**config.mk**
```make
export PLATFORM = sky130hd
export DESIGN_NAME = uart_mmio_ctrl
export DESIGN_NICKNAME = d
export VERILOG_FILES = /design/src/rtl/uart_mmio_ctrl.sv
export SDC_FILE = /design/constraint.sdc
export NUM_CORES = 1
export LEC_CHECK = 0
export CAP_MARGIN = 10
export CORE_ASPECT_RATIO = 2
export CORE_MARGIN = 4
export CORE_UTILIZATION = 63
export DETAILED_ROUTE_END_ITERATION = 6
export GPL_TIMING_DRIVEN = 0
export MAX_ROUTING_LAYER = met4
export PLACE_DENSITY = 0.85
export SYNTH_ARGS = -nofsm -noshare
export SYNTH_HDL_FRONTEND = slang
export SYNTH_SLANG_ARGS = --single-unit
```
**constraint.sdc**
```tcl
create_clock -name clk -period 9.1 [get_ports clk]
set_clock_uncertainty 0.1 [all_clocks]
set_input_delay 2.73 -clock clk [delete_from_list [all_inputs] [get_ports clk]]
set_output_delay 2.73 -clock clk [all_outputs]
set_load 0.005 [all_outputs]
```
**src/rtl/uart_mmio_ctrl.sv**
```systemverilog
// CPU-bus front end for serial_port: TX/RX byte FIFOs, DATA/STATUS/CTRL registers
// and a level interrupt. TX bytes are handed to serial_port one at a time.
module uart_mmio_ctrl #(
    parameter int DEPTH_LOG2 = 4
) (
    input  logic        clk,
    input  logic        rst,
    input  logic [1:0]  bus_addr,
    input  logic        bus_read,
    input  logic        bus_write,
    input  logic [31:0] bus_wdata,
    output logic [31:0] bus_rdata,
    output logic        irq,
    input  logic        sp_int_req,
    output logic        sp_int_ack,
    input  logic [7:0]  sp_rx_data,
    output logic [7:0]  sp_tx_data,
    output logic        sp_write_enable,
    input  logic        sp_write_busy
);
    localparam int DEPTH = 1 << DEPTH_LOG2;
    localparam logic [DEPTH_LOG2:0]   FULL_COUNT = {1'b1, {DEPTH_LOG2{1'b0}}};
    localparam logic [DEPTH_LOG2:0]   COUNT_ONE  = (DEPTH_LOG2 + 1)'(1);
    localparam logic [DEPTH_LOG2-1:0] PTR_ONE    = (DEPTH_LOG2)'(1);
    localparam logic [1:0] ADDR_DATA   = 2'd0;
    localparam logic [1:0] ADDR_STATUS = 2'd1;
    localparam logic [1:0] ADDR_CTRL   = 2'd2;

    typedef enum logic [1:0] {IDLE, ISSUE, WAIT_HI, WAIT_LO} tx_state_t;

    logic [7:0]            tx_mem [DEPTH];
    logic [7:0]            rx_mem [DEPTH];
    logic [DEPTH_LOG2-1:0] tx_wr_ptr_reg, tx_rd_ptr_reg, rx_wr_ptr_reg, rx_rd_ptr_reg;
    logic [DEPTH_LOG2:0]   tx_count_reg, tx_count_next, rx_count_reg, rx_count_next;
    tx_state_t             tx_state_reg;
    logic [1:0]            timer_reg;
    logic [1:0]            ctrl_reg, ctrl_next;
    logic                  rx_ovr_reg, rx_ovr_next, tx_ovf_reg, tx_ovf_next;
    logic                  irq_reg, irq_next, ack_reg, write_enable_reg;
    logic [7:0]            tx_data_reg;

    logic tx_empty, tx_full, tx_pop, tx_wr_req, tx_push, tx_drop;
    logic rx_empty, rx_full, rx_pop, rx_capture, rx_push, rx_drop;
    logic status_wr, fsm_idle_next, rx_avail, tx_space, tx_idle;
    logic [7:0] tx_head, rx_head;
    logic unused_bits;

    assign unused_bits = ^bus_wdata[31:8];

    assign tx_head  = tx_mem[tx_rd_ptr_reg];
    assign rx_head  = rx_mem[rx_rd_ptr_reg];
    assign tx_empty = (tx_count_reg == '0);
    assign tx_full  = (tx_count_reg == FULL_COUNT);
    assign rx_empty = (rx_count_reg == '0);
    assign rx_full  = (rx_count_reg == FULL_COUNT);

    // The FSM pop frees a slot in the same cycle, so a write to a full FIFO still lands.
    assign tx_pop    = (tx_state_reg == IDLE) && !tx_empty && !sp_write_busy;
    assign tx_wr_req = bus_write && (bus_addr == ADDR_DATA);
    assign tx_push   = tx_wr_req && (!tx_full || tx_pop);
    assign tx_drop   = tx_wr_req && !tx_push;

    assign rx_pop     = bus_read && (bus_addr == ADDR_DATA) && !rx_empty;
    assign rx_capture = sp_int_req && !ack_reg;
    assign rx_push    = rx_capture && (!rx_full || rx_pop);
    assign rx_drop    = rx_capture && !rx_push;

    assign status_wr   = bus_write && (bus_addr == ADDR_STATUS);
    assign rx_ovr_next = rx_drop || (rx_ovr_reg && !(status_wr && bus_wdata[3]));
    assign tx_ovf_next = tx_drop || (tx_ovf_reg && !(status_wr && bus_wdata[4]));
    assign ctrl_next   = (bus_write && bus_addr == ADDR_CTRL) ? bus_wdata[1:0] : ctrl_reg;

    assign rx_avail = !rx_empty;
    assign tx_space = !tx_full;
    assign tx_idle  = tx_empty && (tx_state_reg == IDLE);

    always_comb begin
        tx_count_next = tx_count_reg;
        if (tx_push && !tx_pop)
            tx_count_next = tx_count_reg + COUNT_ONE;
        else if (!tx_push && tx_pop)
            tx_count_next = tx_count_reg - COUNT_ONE;
    end

    always_comb begin
        rx_count_next = rx_count_reg;
        if (rx_push && !rx_pop)
            rx_count_next = rx_count_reg + COUNT_ONE;
        else if (!rx_push && rx_pop)
            rx_count_next = rx_count_reg - COUNT_ONE;
    end

    // irq tracks the state that will hold after this edge, so it has no extra lag.
    assign fsm_idle_next = ((tx_state_reg == IDLE) && !tx_pop)
                        || ((tx_state_reg == WAIT_HI) && !sp_write_busy && (timer_reg == 2'd3))
                        || ((tx_state_reg == WAIT_LO) && !sp_write_busy);
    assign irq_next = (ctrl_next[0] && (rx_count_next != '0))
                   || (ctrl_next[1] && (tx_count_next == '0) && fsm_idle_next);

    always_comb begin
        bus_rdata = 32'd0;
        case (bus_addr)
            ADDR_DATA:   bus_rdata = rx_empty ? 32'd0 : {24'd0, rx_head};
            ADDR_STATUS: bus_rdata = {27'd0, tx_ovf_reg, rx_ovr_reg, tx_idle, tx_space, rx_avail};
            ADDR_CTRL:   bus_rdata = {30'd0, ctrl_reg};
            default:     bus_rdata = 32'd0;
        endcase
    end

    always_ff @(posedge clk) begin
        if (tx_push)
            tx_mem[tx_wr_ptr_reg] <= bus_wdata[7:0];
        if (rx_push)
            rx_mem[rx_wr_ptr_reg] <= sp_rx_data;
    end

    always_ff @(posedge clk) begin
        if (rst) begin
            tx_wr_ptr_reg    <= '0;
            tx_rd_ptr_reg    <= '0;
            rx_wr_ptr_reg    <= '0;
            rx_rd_ptr_reg    <= '0;
            tx_count_reg     <= '0;
            rx_count_reg     <= '0;
            tx_state_reg     <= IDLE;
            timer_reg        <= 2'd0;
            ctrl_reg         <= 2'd0;
            rx_ovr_reg       <= 1'b0;
            tx_ovf_reg       <= 1'b0;
            irq_reg          <= 1'b0;
            ack_reg          <= 1'b0;
            write_enable_reg <= 1'b0;
            tx_data_reg      <= 8'd0;
        end else begin
            if (tx_push) tx_wr_ptr_reg <= tx_wr_ptr_reg + PTR_ONE;
            if (tx_pop)  tx_rd_ptr_reg <= tx_rd_ptr_reg + PTR_ONE;
            if (rx_push) rx_wr_ptr_reg <= rx_wr_ptr_reg + PTR_ONE;
            if (rx_pop)  rx_rd_ptr_reg <= rx_rd_ptr_reg + PTR_ONE;
            tx_count_reg <= tx_count_next;
            rx_count_reg <= rx_count_next;
            ctrl_reg     <= ctrl_next;
            rx_ovr_reg   <= rx_ovr_next;
            tx_ovf_reg   <= tx_ovf_next;
            irq_reg      <= irq_next;
            ack_reg      <= rx_capture;

            case (tx_state_reg)
                IDLE: begin
                    if (tx_pop) begin
                        tx_state_reg     <= ISSUE;
                        tx_data_reg      <= tx_head;
                        write_enable_reg <= 1'b1;
                    end
                end
                ISSUE: begin
                    write_enable_reg <= 1'b0;
                    timer_reg        <= 2'd0;
                    tx_state_reg     <= WAIT_HI;
                end
                WAIT_HI: begin
                    // Give up after four cycles if the transmitter never reports busy.
                    if (sp_write_busy)
                        tx_state_reg <= WAIT_LO;
                    else if (timer_reg == 2'd3)
                        tx_state_reg <= IDLE;
                    else
                        timer_reg <= timer_reg + 2'd1;
                end
                WAIT_LO: begin
                    if (!sp_write_busy)
                        tx_state_reg <= IDLE;
                end
                default: tx_state_reg <= IDLE;
            endcase
        end
    end

    assign irq             = irq_reg;
    assign sp_int_ack      = ack_reg;
    assign sp_tx_data      = tx_data_reg;
    assign sp_write_enable = write_enable_reg;
endmodule
```
== After elaboration in Yosys (flattened, before gate mapping) ==
Memories as Yosys holds them, arrays and structs flattened. A register that Yosys moved wholly into a read port is not among the register bits.
Index checks and enable logic that the tools add are counted.

* Register bits after elaboration: 37
* Input port bits: 48
* Memory bits (writable): 256
* Output and inout bits: 43
* Logic and storage cells: 120
* Memories: 2

* $add $sub $neg: 9
* Multiplexer cells: 23
* Equal/unequal tests: 13
* Reductions and logical operators: 59

{| class="wikitable"
|+ Memory list
! name !! words !! bits a word !! rd ports !! clocked after memory_dff !! write ports !! RTL line !! RTL
|-
| rx_mem || 16 || 8 || 1 || 1 || 1 || 32 || <nowiki>logic [7:0] rx_mem [DEPTH];</nowiki>
|-
| tx_mem || 16 || 8 || 1 || 1 || 1 || 31 || <nowiki>logic [7:0] tx_mem [DEPTH];</nowiki>
|}

{| class="wikitable"
|+ Operator list
! cell !! count
|-
| logical AND 1 bit || 28
|-
| one-hot mux 8 bit (3 select lines) || 1
|-
| two-way mux 5 bit || 4
|-
| adder 4 x 1 -> 4 bit (second input constant) || 4
|-
| zero test 5 bit || 3
|-
| two-way mux 2 bit || 7
|-
| zero test 1 bit || 12
|-
| adder 5 x 1 -> 5 bit (second input constant) || 2
|-
| equality test 5 bit (second input constant) || 2
|-
| subtractor 5 x 1 -> 5 bit (second input constant) || 2
|-
| equality test 2 bit (second input constant) || 4
|-
| two-way mux 4 bit || 2
|-
| two-way mux 8 bit || 1
|-
| != test 2 bit (second input constant) || 4
|-
| one-hot mux 2 bit (4 select lines) || 1
|-
| logical OR 1 bit || 7
|-
| AND reduction 3 bit || 2
|-
| two-way mux 1 bit || 5
|-
| nonzero test 5 bit || 1
|-
| equality test 2 x 1 -> 1 bit (second input constant) || 2
|-
| zero test 2 bit || 2
|-
| one-hot mux 2 bit (2 select lines) || 1
|-
| AND reduction 2 bit || 2
|-
| nonzero test 2 bit || 2
|-
| other kinds (3) || 3
|}

== Longest topological paths before layout ==
* Depth in word-level cells: 14
* Gate-level depth with buffers: 10
* Depth with buffers taken out: 8

== Worst setup path after synthesis ==
Ideal clock, no wire load.

* Path type: input -> output
* Start point: in bus_addr[1]
* End point: out bus_rdata[5]
* Arrival: 3408 ps
* Path slack: 2862 ps
* Stages: 3
* Path through: buf_4 > or3_1 > nor2b_1

* Longest elaborated chain between the ends: 2

{| class="wikitable"
|+ Ends and longest elaborated chain
! what !! RTL line !! RTL
|-
| start: declaration || 8 || <nowiki>input logic [1:0] bus_addr,</nowiki>
|-
| equality test 2 bit, or another cell as far along || 102 || <nowiki>case (bus_addr)</nowiki>
|-
| one-hot mux 8 bit (3 select lines) (*) || 102 ||
|-
| end: declaration || 12 || <nowiki>output logic [31:0] bus_rdata,</nowiki>
|}

Every way passes the cells marked *; elsewhere a longest branch is shown, timed or not.

== Worst setup path in the final report ==
* Start point: in bus_addr[0]
* End point: out bus_rdata[1]

The elaborated chain is that of the path after synthesis.

==> metrics <==
Critical Path AT=roughly 4.8 ns; initial core utilization=a little under two thirds; DRC violations left=0; vias in the first global route=around 7400; fraction of registers with async set/reset=0%; first-pass GRT wire length=around 44000 microns; Hold Crit Class=reg2reg; status=finished, final reports clean; n_diodes=0; CTS H-tree depth=1; Die Ht=208.8 microns; GRT overflow=0; setup tns final=0 ns; share of cells above drive strength 1=between 20% and 30%; Layout area overhead=13.33%; maximum clock frequency=0.1314 GHz; pre-CTS WS=1.579 ns; Post-layout nets=894; Fin. Hold Viols=0; most common cell in the netlist=edfxtp_1; core area=between 15000 and 20000 sq um; drt first pass iters=5; WHS=around 0.36 ns; Sink Count=305; Worst Path Required=6.27 ns; EDFF count, synth=256; most area-consuming cells after synthesis=edfxtp_1 (61%), mux4_2 (11%), dfxtp_1 (7.7%); Storage cell area=around 8700 sq um; Pwr per Cell Area=around 230 nW/um^2; drt initial violations=about 520; max cap viols=0; antenna violations before repair=0; Yosys top cell by area=edfxtp_1; die width=roughly 110 microns; Worst Setup End Kind=primary output; distinct cell type count after synthesis=63; Max IR drop VDD=between 0.00015 and 0.0002 V; site row count=73; final setup fails=0; Final Non-Filler Cells=1109; Leakage=between 0.004 and 0.005 uW; post-layout minimum cycle time=between 7 and 8 ns; via/cell ratio=between 6 and 7; pin count of the biggest net entering global routing=19; CTS resizes=0; Yosys reg bits=about 310; RSZ-0062 raised after global routing=no; Clock Latency Late Sink=0.53 ns; clock slew seen by the registers of the worst setup and hold paths=about 0.07 ns; slack of the critical path=about 1.5 ns; synthesized area per cell=17.29 sq um; critical path class=in2out; hold_buf cts=0; period utilization=83.60%; max-slew violations=0; Post-Synthesis Cells=around 740; area of the multi-input gates=3697 sq um; post-route ant nets=0; Rel. slew slack=about a quarter; drt total wl=between 20000 and 30000 microns; Post-CTS Repair Setup Buffers=0; GPL Wtd Cong=between 0.8 and 0.9; Main synth FF type=edfxtp_1; worst-margin pin slew=1.143 ns; CTS root buf=clkbuf_16; number of buffer cells added on primary ports=41; drt wl/cell=between 20 and 30 microns; Total Routing Usage GR=between 20% and 30%; maximum fanout along the worst path=10; vias=6974; Mapped Area=between 10000 and 15000 sq um; Post-synth top cells=edfxtp_1 (256), nor2_1 (66), mux4_2 (62); CTS Buffer Depth=3; CTS Buf Count=25; Startpoint Class=input pin; die area=approximately 23000 sq um; post-synthesis sequential area ratio=roughly 68%; Placed Cells=approximately 1100; number of fill cells=roughly 1200; CTS tree=built; synth warn=0; detailed placement HPWL=around 20000 microns; Yosys top cell area share=60.50%; I/O pin count=91
==> cells in the final DEF (no fill, tap or decap), types with 6 or more instances in the layout <==
master / count
mux4_2: 62
nor2_1: 66
nand3_1: 10
conb_1: 24
nor3_2: 6
buf_4: 32
dfxtp_1: 49
clkbuf_16: 25
nor3_1: 8
a21oi_1: 27
inv_1: 9
edfxtp_1: 256
clkbuf_1: 16
nand2b_1: 6
xor2_1: 10
ha_1: 17
mux4_1: 18
nand2_1: 44
buf_2: 7
clkdlybuf4s50_1: 41
clkinv_2: 6
xnor2_1: 9
nor2b_1: 6
==> cell families after synthesis <==
family | after synthesis | synth area share, %
mux | 81 | 14.79
fa+ha+maj | 17 | 1.674
compound gates | 59 | 3.220
simple gates | 181 | 7.199
flops | 305 | 68.22
xor+xnor | 19 | 1.310
other cells | 1 | 0.02951
buf+inv | 72 | 3.555
==> power breakdown <==
group	internal, uW	switching, uW	leakage, uW	total [uW]
sequential	1560	34.5	0.00270	1590
clock	604	487	0.000408	1090
combinational	322	368	0.00160	690
==> layout make-up <==
cell class                 instances  share of cell area, %
sequential                       305                  60.20
multi-input combinational        381                  25.68
clock buffer                      28                  4.492
timing repair buffer              44                  2.972
buffer                            63                  2.902
tap                              262                  2.276
clock inverter                    17                  1.251
inverter                           9                 0.2346
==> worst max-delay path: stages <==
cell and delay (ns):
clkdlybuf4s50_1 0.51, buf_6 0.20, nor2_1 0.31, a22oi_1 0.12
o21ai_1 0.33, clkdlybuf4s50_1 0.58
==> metrics by stage <==
stage | total power (uW) | util [%] | instance area [sq um]
after floorplan | 2084 | - | 12790
after global placement | 2257 | 67.95 | 13530
after detailed placement | 2298 | 68.05 | 13550
after CTS | 3383 | 72.21 | 14380
after global routing | 3501 | 72.32 | 14400
final | 3372 | 72.32 | 14400
==> routing by layer <==
metal	vias to the layer above	GRT usage (%)	share of wire, %
li1	3016	-	-
met1	3458	27.42	30
met2	389	49.97	57
met3	111	2.968	5.8
met4	0	15.95	7.0
met5	-	-	0
==> worst paths after layout <==
kind                    from             to  slack [ns]  depth (start not counted)
max              bus_addr[0]   bus_rdata[1]        1.49                          6
min            sp_tx_data[0]  sp_tx_data[0]        0.36                          2
max reg2reg  rx_count_reg[1]   rx_mem[8][5]        6.02                          6
min reg2reg    sp_tx_data[0]  sp_tx_data[0]        0.36                          2
(Power assumes the default switching activity.)
